==> src/rtl/truth_table_sweep.sv <==
// Purpose : drives all 32 {a,b,c,d,e} vectors into a 5-input logic block, samples z back,
//           and builds the truth table, a ones count and a first-mismatch index against EXPECTED.
// Latency : 32*(SETTLE+1) cycles from the accepted start to done.
// Backpr. : none; start is a one-cycle request that is ignored while busy.
//
// Ports:
//   clk        single clock; all state changes on the rising edge
//   rst        synchronous, active-high reset
//   start      one-cycle request to begin a sweep (accepted in IDLE or DONE)
//   z_in       z output of the logic block under sweep
//   vec        drives {a,b,c,d,e}; a = bit 4, e = bit 0
//   busy       high while a sweep is in progress
//   done       high from sweep completion until the next accepted start or reset
//   tt         captured truth table; bit i = z_in sampled for vec = i
//   ones       count of ones captured so far (0..32)
//   mismatch   sticky flag: some captured bit differs from EXPECTED
//   first_bad  index of the first mismatching vector; meaningful only when mismatch = 1

`timescale 1ns/1ps

module truth_table_sweep #(
  parameter int unsigned SETTLE   = 1,
  parameter logic [31:0] EXPECTED = 32'hFF14_1414
) (
  input  logic        clk,
  input  logic        rst,
  input  logic        start,
  input  logic        z_in,
  output logic [4:0]  vec,
  output logic        busy,
  output logic        done,
  output logic [31:0] tt,
  output logic [5:0]  ones,
  output logic        mismatch,
  output logic [4:0]  first_bad
);

  // Settle counter is 4 bits, so SETTLE is meaningful over 0..15.
  localparam logic [3:0] SETTLE_LIM = 4'(SETTLE);

  typedef enum logic [1:0] {
    ST_IDLE = 2'd0,
    ST_RUN  = 2'd1,
    ST_DONE = 2'd2
  } state_t;

  state_t     state;
  logic [3:0] settle_cnt;

  // Helpers for the sample edge: the last settle cycle of the current vector.
  logic sample_now;
  logic last_vec;
  logic bit_bad;

  assign sample_now = (settle_cnt == SETTLE_LIM);
  assign last_vec   = (vec == 5'd31);
  assign bit_bad    = (z_in != EXPECTED[vec]);

  always_ff @(posedge clk) begin
    if (rst) begin
      state      <= ST_IDLE;
      settle_cnt <= 4'd0;
      vec        <= 5'd0;
      busy       <= 1'b0;
      done       <= 1'b0;
      tt         <= 32'd0;
      ones       <= 6'd0;
      mismatch   <= 1'b0;
      first_bad  <= 5'd0;
    end else begin
      case (state)
        ST_IDLE, ST_DONE: begin
          // Results hold in DONE until a new start clears them.
          if (start) begin
            state      <= ST_RUN;
            settle_cnt <= 4'd0;
            vec        <= 5'd0;
            busy       <= 1'b1;
            done       <= 1'b0;
            tt         <= 32'd0;
            ones       <= 6'd0;
            mismatch   <= 1'b0;
            first_bad  <= 5'd0;
          end
        end

        ST_RUN: begin
          // start is deliberately not looked at here: a sweep cannot be
          // restarted or queued from inside another sweep.
          if (!sample_now) begin
            settle_cnt <= settle_cnt + 4'd1;
          end else begin
            tt[vec]    <= z_in;
            ones       <= ones + 6'(z_in);
            settle_cnt <= 4'd0;
            // Only the first mismatch of a sweep is recorded.
            if (bit_bad && !mismatch) begin
              mismatch  <= 1'b1;
              first_bad <= vec;
            end
            if (last_vec) begin
              state <= ST_DONE;
              busy  <= 1'b0;
              done  <= 1'b1;
              vec   <= 5'd0;
            end else begin
              vec <= vec + 5'd1;
            end
          end
        end

        default: begin
          state <= ST_IDLE;
        end
      endcase
    end
  end

endmodule

==> config.mk <==
export PLATFORM = sky130hd
export DESIGN_NAME = truth_table_sweep
export DESIGN_NICKNAME = d
export VERILOG_FILES = /design/src/rtl/truth_table_sweep.sv
export SDC_FILE = /design/constraint.sdc
export NUM_CORES = 1
export LEC_CHECK = 0
export CAP_MARGIN = 20
export CELL_PAD_IN_SITES_DETAIL_PLACEMENT = 0
export CELL_PAD_IN_SITES_GLOBAL_PLACEMENT = 1
export CORE_ASPECT_RATIO = 0.8
export CORE_UTILIZATION = 30
export DETAILED_ROUTE_END_ITERATION = 16
export GPL_TIMING_DRIVEN = 0
export MAX_ROUTING_LAYER = met4
export PLACE_DENSITY = 0.63
export SLEW_MARGIN = 20
export SYNTH_ARGS = -nofsm -noshare
export SYNTH_HDL_FRONTEND = slang
export SYNTH_SLANG_ARGS = --single-unit
export TNS_END_PERCENT = 50
==> constraint.sdc <==
create_clock -name clk -period 2.8 [get_ports clk]
set_clock_uncertainty 0.15 [all_clocks]
set_input_delay 0.56 -clock clk [delete_from_list [all_inputs] [get_ports clk]]
set_output_delay 0.56 -clock clk [all_outputs]
set_load 0.005 [all_outputs]
==> run metrics <==
Inserted Clock Buffers 9; Arr. time, crit path 2.65 ns; initial antenna violation count 0; Die Wd ~110 um; Worst Path Max Fanout 10; height of the die just under 90 um; n_diodes 0; # hold bufs at CTS 0; layout cell share with drive strength beyond 1 8.29%; Tmin final 2.58 ns; Clock Path Buffers 2; gpl congestion between 0.7 and 0.8; DRT iter0 DRCs 86; Post-Syn Instances about 310; Leak Pwr 1.37 nW; setup bufs post-CTS 0; Design Area, Final about 0.0035 mm^2; Syn Std Cell Area ~0.0027 mm^2; Layout Utilization about two fifths; HPWL after detailed placement ~5100 um; dpl cell area 0.00335 mm^2; reg2reg start vec[0]$_SDFFE_PP0P_; start point of the critical path vec[0]$_SDFFE_PP0P_; grt total ovfl 0; Async SR Flop Fraction 0%; Nets 382; EDFF count, synth 0; status complete, no violations; largest net degree at the start of global routing 11; area growth from synthesis to layout 31.5%; post-synth net total ~320; Root Buffer Master clkbuf_8; Worst Setup End Kind flop; r2r worst-path depth 8; number of buffers added on ports 53; drt pass-1 iters 5; sequential share of the synthesized area 43.4%; worst-skew pair later-pin latency 0.34 ns; Ys Warns 0; unique cell type count in the Yosys netlist 39; clock-pin slew on the worst setup and hold paths around 0.06 ns; hold crit path type flop to flop; WL final ~7200 um; MaxCap Viol Count 0; via count roughly 2400; worst hold slack 0.316 ns; RSZ-0062 raised after global routing no; max_slew headroom roughly three fifths; fmax 387 MHz; # clock sinks 58; worst path required time 2.87 ns; Routed Antenna Nets 0; Final setup viols 0; reg2reg setup slack approximately 0.22 ns; Slew @ Worst Pin 0.581 ns; # H-tree levels 3; Core Area ~0.0086 mm^2; worst setup margin 0.216 ns; CP Launch Type flop; pre-CTS setup slack -0.000756 ns; Power Density 470 mW/mm^2; Max rail drop VDD ~0.00017 V; syn_area_per_cell 8.78 um^2; CTS tree done; #FFs+latches synth 58; Initial Util 31.3%; IO Pins 55; total track usage ~17%; vias per cell roughly 5; vias in the first global route ~2200; Final Cycle Share approximately 90%; Routed WL per cell around 15 um; placed cells 470; first-pass GRT wire length between 10000 and 15000 um; Finished Layout Cells 486; final hold vios 0; DRC Markers 0; row count 30; Slew Limit Fails 0; Setup CP Type flop to flop; Post-synth top flop dfxtp_1; die area 0.00931 mm^2
==> critical path, stage by stage (launching register included) <==
cell and delay [ns]:
dfxtp_1 0.53, ha_1 0.25, clkbuf_2 0.30, and3_1 0.20
ha_1 0.31, o211ai_1 0.12, a32o_1 0.30, xnor2_1 0.23
o2bb2ai_1 0.08
==> placed cells by master (no fill, tap or decap), types with 2 or more instances in the layout <==
cell,n
dfxtp_1,58
clkdlybuf4s50_1,53
nor2_1,45
nand3_1,39
mux2i_1,28
a21oi_1,26
clkbuf_1,18
nand2_1,17
clkbuf_8,10
ha_1,9
nand3_2,6
and3_1,5
nand2b_1,4
xor2_1,4
o21ai_0,4
nor3_1,4
buf_6,3
nor3b_1,3
nor2b_1,3
inv_1,3
clkinv_2,3
o211ai_1,2
xnor2_1,2
buf_1,2
and3b_1,2
nand4_1,2
clkbuf_2,2
clkinvlp_4,2
==> per-layer routing <==
layer  vias up  global-route usage, %  share of wire (%)
met2        45                   24.0                 43
met5         -                      -                  0
li1       1184                      -                  -
met4         0                   4.48               0.76
met1      1129                   23.7                 52
met3         6                   5.19                4.0
==> registers in the layout (all words and copies together), names as in the netlist, named ones only <==
signal	count
tt	32
ones	6
first_bad	5
vec	5
settle_cnt	4
state	2
busy	1
done	1
mismatch	1
==> area by class of cell <==
cell class / instances / area (um^2)
fillers: 920 / 5040
multi-input cells: 220 / 1390
flip-flops and latches: 58 / 1160
repair buffers: 53 / 531
clock buffers: 11 / 141
well taps: 112 / 140
plain buffers: 24 / 115
clock inverters: 5 / 30.0
inverters: 3 / 11.3
==> how the worst min path moves through the flow <==
stage	from	cells after the start	slack, ns	end
after CTS	first_bad[1]$_SDFFE_PP0P_	2	0.32	first_bad[1]$_SDFFE_PP0P_
after detailed placement	first_bad[1]$_SDFFE_PP0P_	2	0.31	first_bad[1]$_SDFFE_PP0P_
after global routing	first_bad[3]$_SDFFE_PP0P_	2	0.35	first_bad[3]$_SDFFE_PP0P_
after global placement	first_bad[3]$_SDFFE_PP0P_	2	0.31	first_bad[3]$_SDFFE_PP0P_
final	first_bad[3]$_SDFFE_PP0P_	2	0.32	first_bad[3]$_SDFFE_PP0P_
after floorplan	done$_SDFFE_PP0P_	2	0.31	done$_SDFFE_PP0P_
==> report_power, final <==
part | internal, W | total (W) | switching, W
Clock | 0.000340 | 0.000679 | 0.000339
Sequential | 0.000831 | 0.000837 | 0.00000628
Combinational | 0.0000432 | 0.000140 | 0.0000967
==> synthesized netlist by cell type (2+ instances only) <==
cell      instances  share of area [%]
o21ai_0           4               0.75
nor2b_1           3               0.70
nor3_1            4               0.75
xor2_1            4                1.3
and3_1            5                1.2
nand2_1          17                2.4
nand2b_1          4               0.93
clkbuf_1         18                2.5
nand3_1          39                7.3
buf_1             2               0.28
nor2_1           45                6.3
ha_1              9                4.2
nand4_1           2               0.47
buf_6             3                1.3
and3b_1           2               0.65
inv_1             3               0.42
o211ai_1          2               0.56
mux2i_1          28                 10
a21oi_1          26                4.9
nand3_2           6                2.2
xnor2_1           2               0.65
dfxtp_1          58                 43
nor3b_1           3               0.84
==> repair_timing <==
action	4_1_cts	5_1_grt
gates resized for setup	1	0
endpoints found under the hold margin	0	0
endpoints found under the setup margin	1	0
==> cell families (layout without fill, tap and decap cells) <==
family	count (synthesis)	count (layout)	share of synthesized area (%)
simple gates	137	137	26.3
xor+xnor	6	6	1.96
flops	58	58	43.4
buf+inv	27	96	4.67
compound gates	40	40	9.02
fa+ha+maj	9	9	4.21
mux	28	28	10.5
==> stage by stage <==
stage	TNS [ns]	total power [W]
floorplan	0	0.000948
global placement	-0.0413	0.000996
detailed placement	-0.000756	0.000996
CTS	0	0.00168
global route	0	0.00173
finish	0	0.00166
Power figures use the tool's default switching activity.
